`config.mk`:
```
export PLATFORM = sky130hd
export DESIGN_NAME = enc1s_seq
export DESIGN_NICKNAME = d
export VERILOG_FILES = /design/src/rtl/enc1s_seq.sv
export SDC_FILE = /design/constraint.sdc
export NUM_CORES = 1
export LEC_CHECK = 0
export ABC_AREA = 1
export CAP_MARGIN = 30
export CORE_MARGIN = 2
export CORE_UTILIZATION = 38
export DETAILED_ROUTE_END_ITERATION = 12
export GPL_TIMING_DRIVEN = 0
export PLACE_DENSITY = 0.75
export SYNTH_ARGS = -nofsm -noshare
export SYNTH_HDL_FRONTEND = slang
export SYNTH_SLANG_ARGS = --single-unit
```
`constraint.sdc`:
```
create_clock -name clk -period 4.1 [get_ports clk]
set_input_delay 1.23 -clock clk [delete_from_list [all_inputs] [get_ports clk]]
set_output_delay 1.23 -clock clk [all_outputs]
set_load 0.02 [all_outputs]
```
`src/rtl/enc1s_seq.sv`:
```
// -----------------------------------------------------------------------------
// enc1s_seq
// Sequencer that drives an external combinational enc1s unit over LANES
// byte-lane steps. A job supplies an operation class, an initial accumulator
// and a source word. Each RUN cycle feeds the accumulator back through the
// unit, with fn = {op, byte_select}. The final accumulator is then presented
// on a valid/ready result port.
//
// Ports
//   clk        in   1   rising-edge clock
//   rst_n      in   1   asynchronous active-low reset
//   in_valid   in   1   job request valid
//   in_ready   out  1   high exactly in IDLE
//   in_op      in   3   operation class, becomes fn[4:2]
//   in_acc     in  32   initial accumulator, first rs1
//   in_src     in  32   source word, rs2 for every step
//   e_rs1      out 32   rs1 to the enc1s unit
//   e_rs2      out 32   rs2 to the enc1s unit
//   e_fn       out  5   {op, byte_select} to the enc1s unit
//   e_rd       in  32   combinational result from the enc1s unit
//   out_valid  out  1   high exactly in DONE
//   out_ready  in   1   consumer accepts the result
//   out_data   out 32   final accumulated word
// -----------------------------------------------------------------------------
module enc1s_seq #(
    parameter int LANES = 4
) (
    input  logic        clk,
    input  logic        rst_n,
    input  logic        in_valid,
    output logic        in_ready,
    input  logic [2:0]  in_op,
    input  logic [31:0] in_acc,
    input  logic [31:0] in_src,
    output logic [31:0] e_rs1,
    output logic [31:0] e_rs2,
    output logic [4:0]  e_fn,
    input  logic [31:0] e_rd,
    output logic        out_valid,
    input  logic        out_ready,
    output logic [31:0] out_data
);

    typedef enum logic [1:0] {
        ST_IDLE = 2'd0,
        ST_RUN  = 2'd1,
        ST_DONE = 2'd2
    } state_e;

    // Index of the final RUN step. The counter never wraps within a job
    // because LANES is at most 4.
    localparam logic [2:0] LAST_STEP = 3'(LANES - 1);

    state_e      state_q, state_d;
    logic [31:0] acc_q,   acc_d;
    logic [2:0]  step_q,  step_d;
    logic [2:0]  op_q,    op_d;
    logic [31:0] src_q,   src_d;
    logic [31:0] rs1_q,   rs1_d;
    logic [4:0]  fn_q,    fn_d;

    logic [2:0]  step_inc_s;
    logic        last_step_s;

    assign step_inc_s  = step_q + 3'd1;
    assign last_step_s = (step_q == LAST_STEP);

    // Next-state and datapath update for the IDLE/RUN/DONE sequencer
    always_comb begin
        state_d = state_q;
        acc_d   = acc_q;
        step_d  = step_q;
        op_d    = op_q;
        src_d   = src_q;
        rs1_d   = rs1_q;
        fn_d    = fn_q;

        case (state_q)
            ST_IDLE: begin
                if (in_valid) begin
                    state_d = ST_RUN;
                    op_d    = in_op;
                    src_d   = in_src;
                    acc_d   = in_acc;
                    step_d  = 3'd0;
                    // Preload the unit operands so step 0 is presented
                    // during the first RUN cycle.
                    rs1_d   = in_acc;
                    fn_d    = {in_op, 2'b00};
                end else begin
                    state_d = ST_IDLE;
                end
            end
            ST_RUN: begin
                acc_d  = e_rd;
                step_d = step_inc_s;
                if (last_step_s) begin
                    // The operand registers keep the last step's values.
                    // The unit inputs are therefore quiet in DONE and in IDLE.
                    state_d = ST_DONE;
                end else begin
                    state_d = ST_RUN;
                    rs1_d   = e_rd;
                    fn_d    = {op_q, step_inc_s[1:0]};
                end
            end
            ST_DONE: begin
                if (out_ready) begin
                    state_d = ST_IDLE;
                end else begin
                    state_d = ST_DONE;
                end
            end
            default: begin
                state_d = ST_IDLE;
            end
        endcase
    end

    // State and datapath registers with asynchronous clear
    always_ff @(posedge clk or negedge rst_n) begin
        if (!rst_n) begin
            state_q <= ST_IDLE;
            acc_q   <= 32'd0;
            step_q  <= 3'd0;
            op_q    <= 3'd0;
            src_q   <= 32'd0;
            rs1_q   <= 32'd0;
            fn_q    <= 5'd0;
        end else begin
            state_q <= state_d;
            acc_q   <= acc_d;
            step_q  <= step_d;
            op_q    <= op_d;
            src_q   <= src_d;
            rs1_q   <= rs1_d;
            fn_q    <= fn_d;
        end
    end

    assign in_ready  = (state_q == ST_IDLE);
    assign out_valid = (state_q == ST_DONE);
    assign out_data  = acc_q;
    assign e_rs1     = rs1_q;
    assign e_rs2     = src_q;
    assign e_fn      = fn_q;

endmodule
```
Word-level counts from Yosys, hierarchy flattened
Cells that the tools add are included.

Register bits after elaboration: 109. Output and inout port bits: 103. Logic and storage cells: 31. Bits of input ports: 103.

Add/sub/neg operators: 1. Eq/ne operators: 5. Reductions and logical operators: 5. Multiplexer cells: 13.

Operators with widths (count): $pmux W32 S2 (2); $mux W32 (2); $mux W5 (2); $pmux W5 S2 (1); $pmux W2 S3 (1); $pmux W3 S2 (1); $mux W2 (2); $ne A2 B2 Y1 const B (2); $reduce_and A2 Y1 (2); $add A3 B1 Y3 const B (1); $eq A3 B2 Y1 const B (1); $mux W3 (1); $reduce_and A3 Y1 (1); $eq A2 B1 Y1 const B (1); $eq A2 B2 Y1 const B (1); $logic_not A2 Y1 (1); $reduce_bool A2 Y1 (1); $mux W1 (1).

Logic depth before layout (Yosys ltp)
Gate-level depths: netlist (run 1).

Depth in word-level cells: 3. Depth in mapped cells: 8. Gate-level depth less buffers: 7.

Least setup slack after synthesis (run 1)
No wires, ideal clock.

Path type: reg2out. From: reg state_q[0]. To: out out_valid. Arrival time: 1.167 ns. Path buffers: 3. Stages on the path, launching flop included: 5. Slack: 1.703 ns. Data required time: 2.870 ns. Path through: dfrtp_1 buf_4 buf_4 buf_2 nor2_1.

Word-level cells in the longest chain between the ends: 1.

Ends and longest elaborated chain: start: declaration (line 54) `state_e state_q, state_d;`; start signal: assignment (line 131) `state_q <= state_d;`; $eq A2 B2 Y1 (line 142) `assign out_valid = (state_q == ST_DONE);`; end: declaration (line 39) `output logic out_valid,`.

Every way passes these cells.

Worst setup path in the final report (run 1)
From: reg state_q[1]. To: out out_valid.

Same word-level chain as after synthesis.

==> results.py, run 1 <==
metrics = {
    "clock_network": {
        "clockBufferDepth": 2,
        "h-tree-depth": 3,
        "cts_sinks": 109,
        "clock-root-buffer": "clkbuf_16",
        "clk-insertion-delay-late_ns": 0.34,
        "post_cts_buffers": 0,
        "cts_tree": "yes",
        "path_clk_slew_ns": 0.07,
        "cts_buffers": 9,
        "hold_buffers": 0,
        "cts_resized": 0,
    },
    "final_layout": {
        "area_delta_synth_final_pct": 53.0,
        "finalNonFillerCells": 983,
        "n_antenna_cell": 0,
        "final_net_count": 911,
        "multi_input_area_um2": 1850,
        "drive_gt1_share_pct": 7.40,
        "regArea_um2": 2730,
        "fill_cells": 1148,
        "mostFrequentLayoutCell": "nand2_1",
        "mostFrequentLayoutCells": "nand2_1 (314), clkdlybuf4s50_1 (203), dfrtp_1 (109)",
    },
    "timing": {
        "fin_ws_ns": 0.785,
        "rsz0062_at_grt": "false",
        "max_freq_ghz": 0.302,
        "setup_viol": 0,
        "fin_crit_ns": 3.32,
        "finClkSkew_ns": 0.00460,
        "finalCritPeriodShare_pct": 80.9,
        "hold_viol": 0,
        "setup_tns_ns": 0,
        "maxSlewHeadroom_pct": 41.1,
        "tightest_slew_ns": 0.884,
        "slew_violations": 0,
    },
    "floorplanning": {
        "start_util_pct": 38.6,
        "ioPinCount": 206,
        "core_area_um2": 12600,
        "die_w_um": 117,
        "die_area_um2": 13700,
        "rows": 41,
        "die-height_um": 117,
    },
    "outcome": {
        "status": "completed",
    },
    "grt": {
        "grt_pass1_wl_um": 23900,
        "antenna_found_initial": 0,
        "grt_usage_pct": 22.6,
        "grt_max_degree": 68,
        "grt_overflow_total": 0,
        "grt_pass1_vias": 4827,
    },
    "logic_synthesis": {
        "ys_ff_latch": 109,
        "ys_dominant_reg_cell": "dfrtp_1",
        "async_flop_share_pct": 100,
        "synth_top_cell_area_share_pct": 56.2,
        "synthesis.nets": 695,
        "synth-edff-count": 0,
        "syn_inst": 590,
        "synthTopCellsByArea": "dfrtp_1 (56%), nand2_1 (24%), nand3_1 (11%)",
        "avgSynthCellArea_um2": 8.23,
        "synth_cell_types": 19,
        "ys_seq_area_share_pct": 56.2,
        "yosys_warnings": 0,
        "syn_area_um2": 4860,
        "synth.largest_area_cell": "dfrtp_1",
    },
    "worst_setup_path": {
        "worst-path-stages": 4,
        "path_cells": "inv_2 > clkbuf_1 > nor2_1 > clkdlybuf4s50_1",
        "critPathSlowestCell": "clkdlybuf4s50_1",
        "r2r_cells": 8,
        "critPathMaxStageDelay_ns": 0.59,
        "cp.required_ns": 2.87,
        "startpoint_type": "register",
        "path_buf_inv": 3,
        "worstPathArrival_ns": 2.09,
        "worstPathMaxFanout": 10,
        "cp-end-kind": "primary output",
        "crit_family": "buffers and inverters",
        "criticalPathCategory": "reg -> out",
    },
    "placement": {
        "io_buffers": 204,
        "dp_hpwl_um": 11700,
        "gp_congestion": 0.799,
        "post-place-ws_ns": 1.13,
        "place_inst": 967,
    },
    "drt": {
        "ant_nets": 0,
        "drc": 0,
        "num_vias": 4768,
        "dr.first_iter.drc_count": 372,
        "drt-wirelength-per-cell_um": 15.7,
        "dr.pass1.iters": 4,
        "via_per_inst": 4.85,
        "drt_wl_total_um": 15500,
    },
    "hold_path": {
        "hold_class": "reg -> reg",
        "worstHoldPathCells": 2,
    },
    "power": {
        "ir_worst_vdd_v": 0.000337,
        "cellLeakagePower_nw": 3.71,
        "power_density_nw_per_um2": 879,
    },
    "flow_run": {
        "maxCapViolCount": 0,
    },
}
==> stage by stage <==
step / hold WS (ns) / utilization (%) / instance area [µm²] / total power, mW
after floorplan: 0.443 / - / 4860 / 4.02
after global placement: 0.452 / 56.6 / 7110 / 5.60
after detailed placement: 0.458 / 56.7 / 7130 / 5.71
after CTS: 0.475 / 59.1 / 7430 / 6.58
after global routing: 0.495 / 59.1 / 7430 / 7.01
final: 0.469 / 59.1 / 7430 / 6.53
==> cell usage after synthesis (2+ instances only) <==
| master | count |
|---|---|
| buf_4 | 5 |
| inv_1 | 3 |
| buf_6 | 9 |
| nand2_1 | 314 |
| o21ai_0 | 3 |
| buf_1 | 2 |
| ha_1 | 2 |
| clkbuf_1 | 4 |
| buf_2 | 20 |
| inv_2 | 2 |
| nor2_1 | 2 |
| nand3_1 | 108 |
| dfrtp_1 | 109 |
| nand2_4 | 2 |
==> worst min-delay path, stage by stage, from the launching register on <==
cell	delay, ns
dfrtp_1	0.34
nand2_1	0.05
nand2_1	0.04
==> registers in the layout, indices dropped and copies added (netlist names) <==
register	count
out_data	32
op_q	3
state_q	2
step_q	3
e_rs2	32
e_fn	5
e_rs1	32
==> final timing paths <==
path                             from     endpoint  slack, ns
setup / recovery           state_q[1]    out_valid       0.78
hold reg to reg             e_rs2[16]    e_rs2[16]       0.47
setup reg to reg            step_q[0]    e_rs1[28]       2.50
hold / removal              e_rs2[16]    e_rs2[16]       0.47
max in group asynchronous       rst_n    e_rs2[15]       2.34
min in group asynchronous       rst_n  out_data[7]       1.01
==> power by group <==
part	total, mW	switching, mW	internal [mW]
sequential	1.91	0.295	1.62
clock	0.857	0.380	0.477
combinational	3.76	2.20	1.56
==> routing by layer <==
layer | GRT usage [%] | up-vias | routed length (µm)
met5 | 0 | - | 0
met3 | 5.97 | 18 | 1410
met2 | 40.3 | 203 | 7550
met1 | 26.9 | 2251 | 6300
met4 | 6.98 | 0 | 218
li1 | - | 2296 | -
==> area by class of cell <==
type	instances	share of cell area [%]
Clock buffer	13	3.77
Multi-Input combinational cell	436	24.9
Tap cell	172	2.90
Inverter	5	0.253
Sequential cell	109	36.7
Buffer	40	3.52
Timing Repair Buffer	205	27.7
Clock inverter	3	0.236
==> cells by family (layout without fill, tap and decap cells) <==
family | after synthesis | in the layout | synth area share [%]
AND/OR/NAND/NOR | 430 | 430 | 36.9
buffers and inverters | 45 | 266 | 5.77
adder cells (fa/ha/maj) | 2 | 2 | 0.515
flip-flops | 109 | 109 | 56.2
AO/OA/AOI/OAI | 4 | 4 | 0.644
No activity file was read; power rests on OpenSTA's default activity.
==> run 2, diff against run 1 <==
- clock period: 4.1 -> 3.3 ns (I/O delays scaled with it)
==> results of run 2 <==
The final DEF is identical to that of run 1. Status: completed.
Among the figures that moved: setup slack after placement 1.13 ns -> 0.571 ns; setup slack after layout 0.785 ns -> 0.225 ns; register-to-register setup slack 2.50 ns -> 1.70 ns; total power 6.53 mW -> 8.11 mW; worst IR drop on VDD 0.000337 V -> 0.000419 V
==> run 3, diff against run 2 <==
- GPL_ROUTABILITY_DRIVEN: not set -> 0
==> results of run 3 <==
The final DEF is identical to that of run 1. Status: completed.
Among the figures that moved: setup slack after placement 1.13 ns -> 0.571 ns; setup slack after layout 0.785 ns -> 0.225 ns; register-to-register setup slack 2.50 ns -> 1.70 ns; total power 6.53 mW -> 8.11 mW; worst IR drop on VDD 0.000337 V -> 0.000419 V
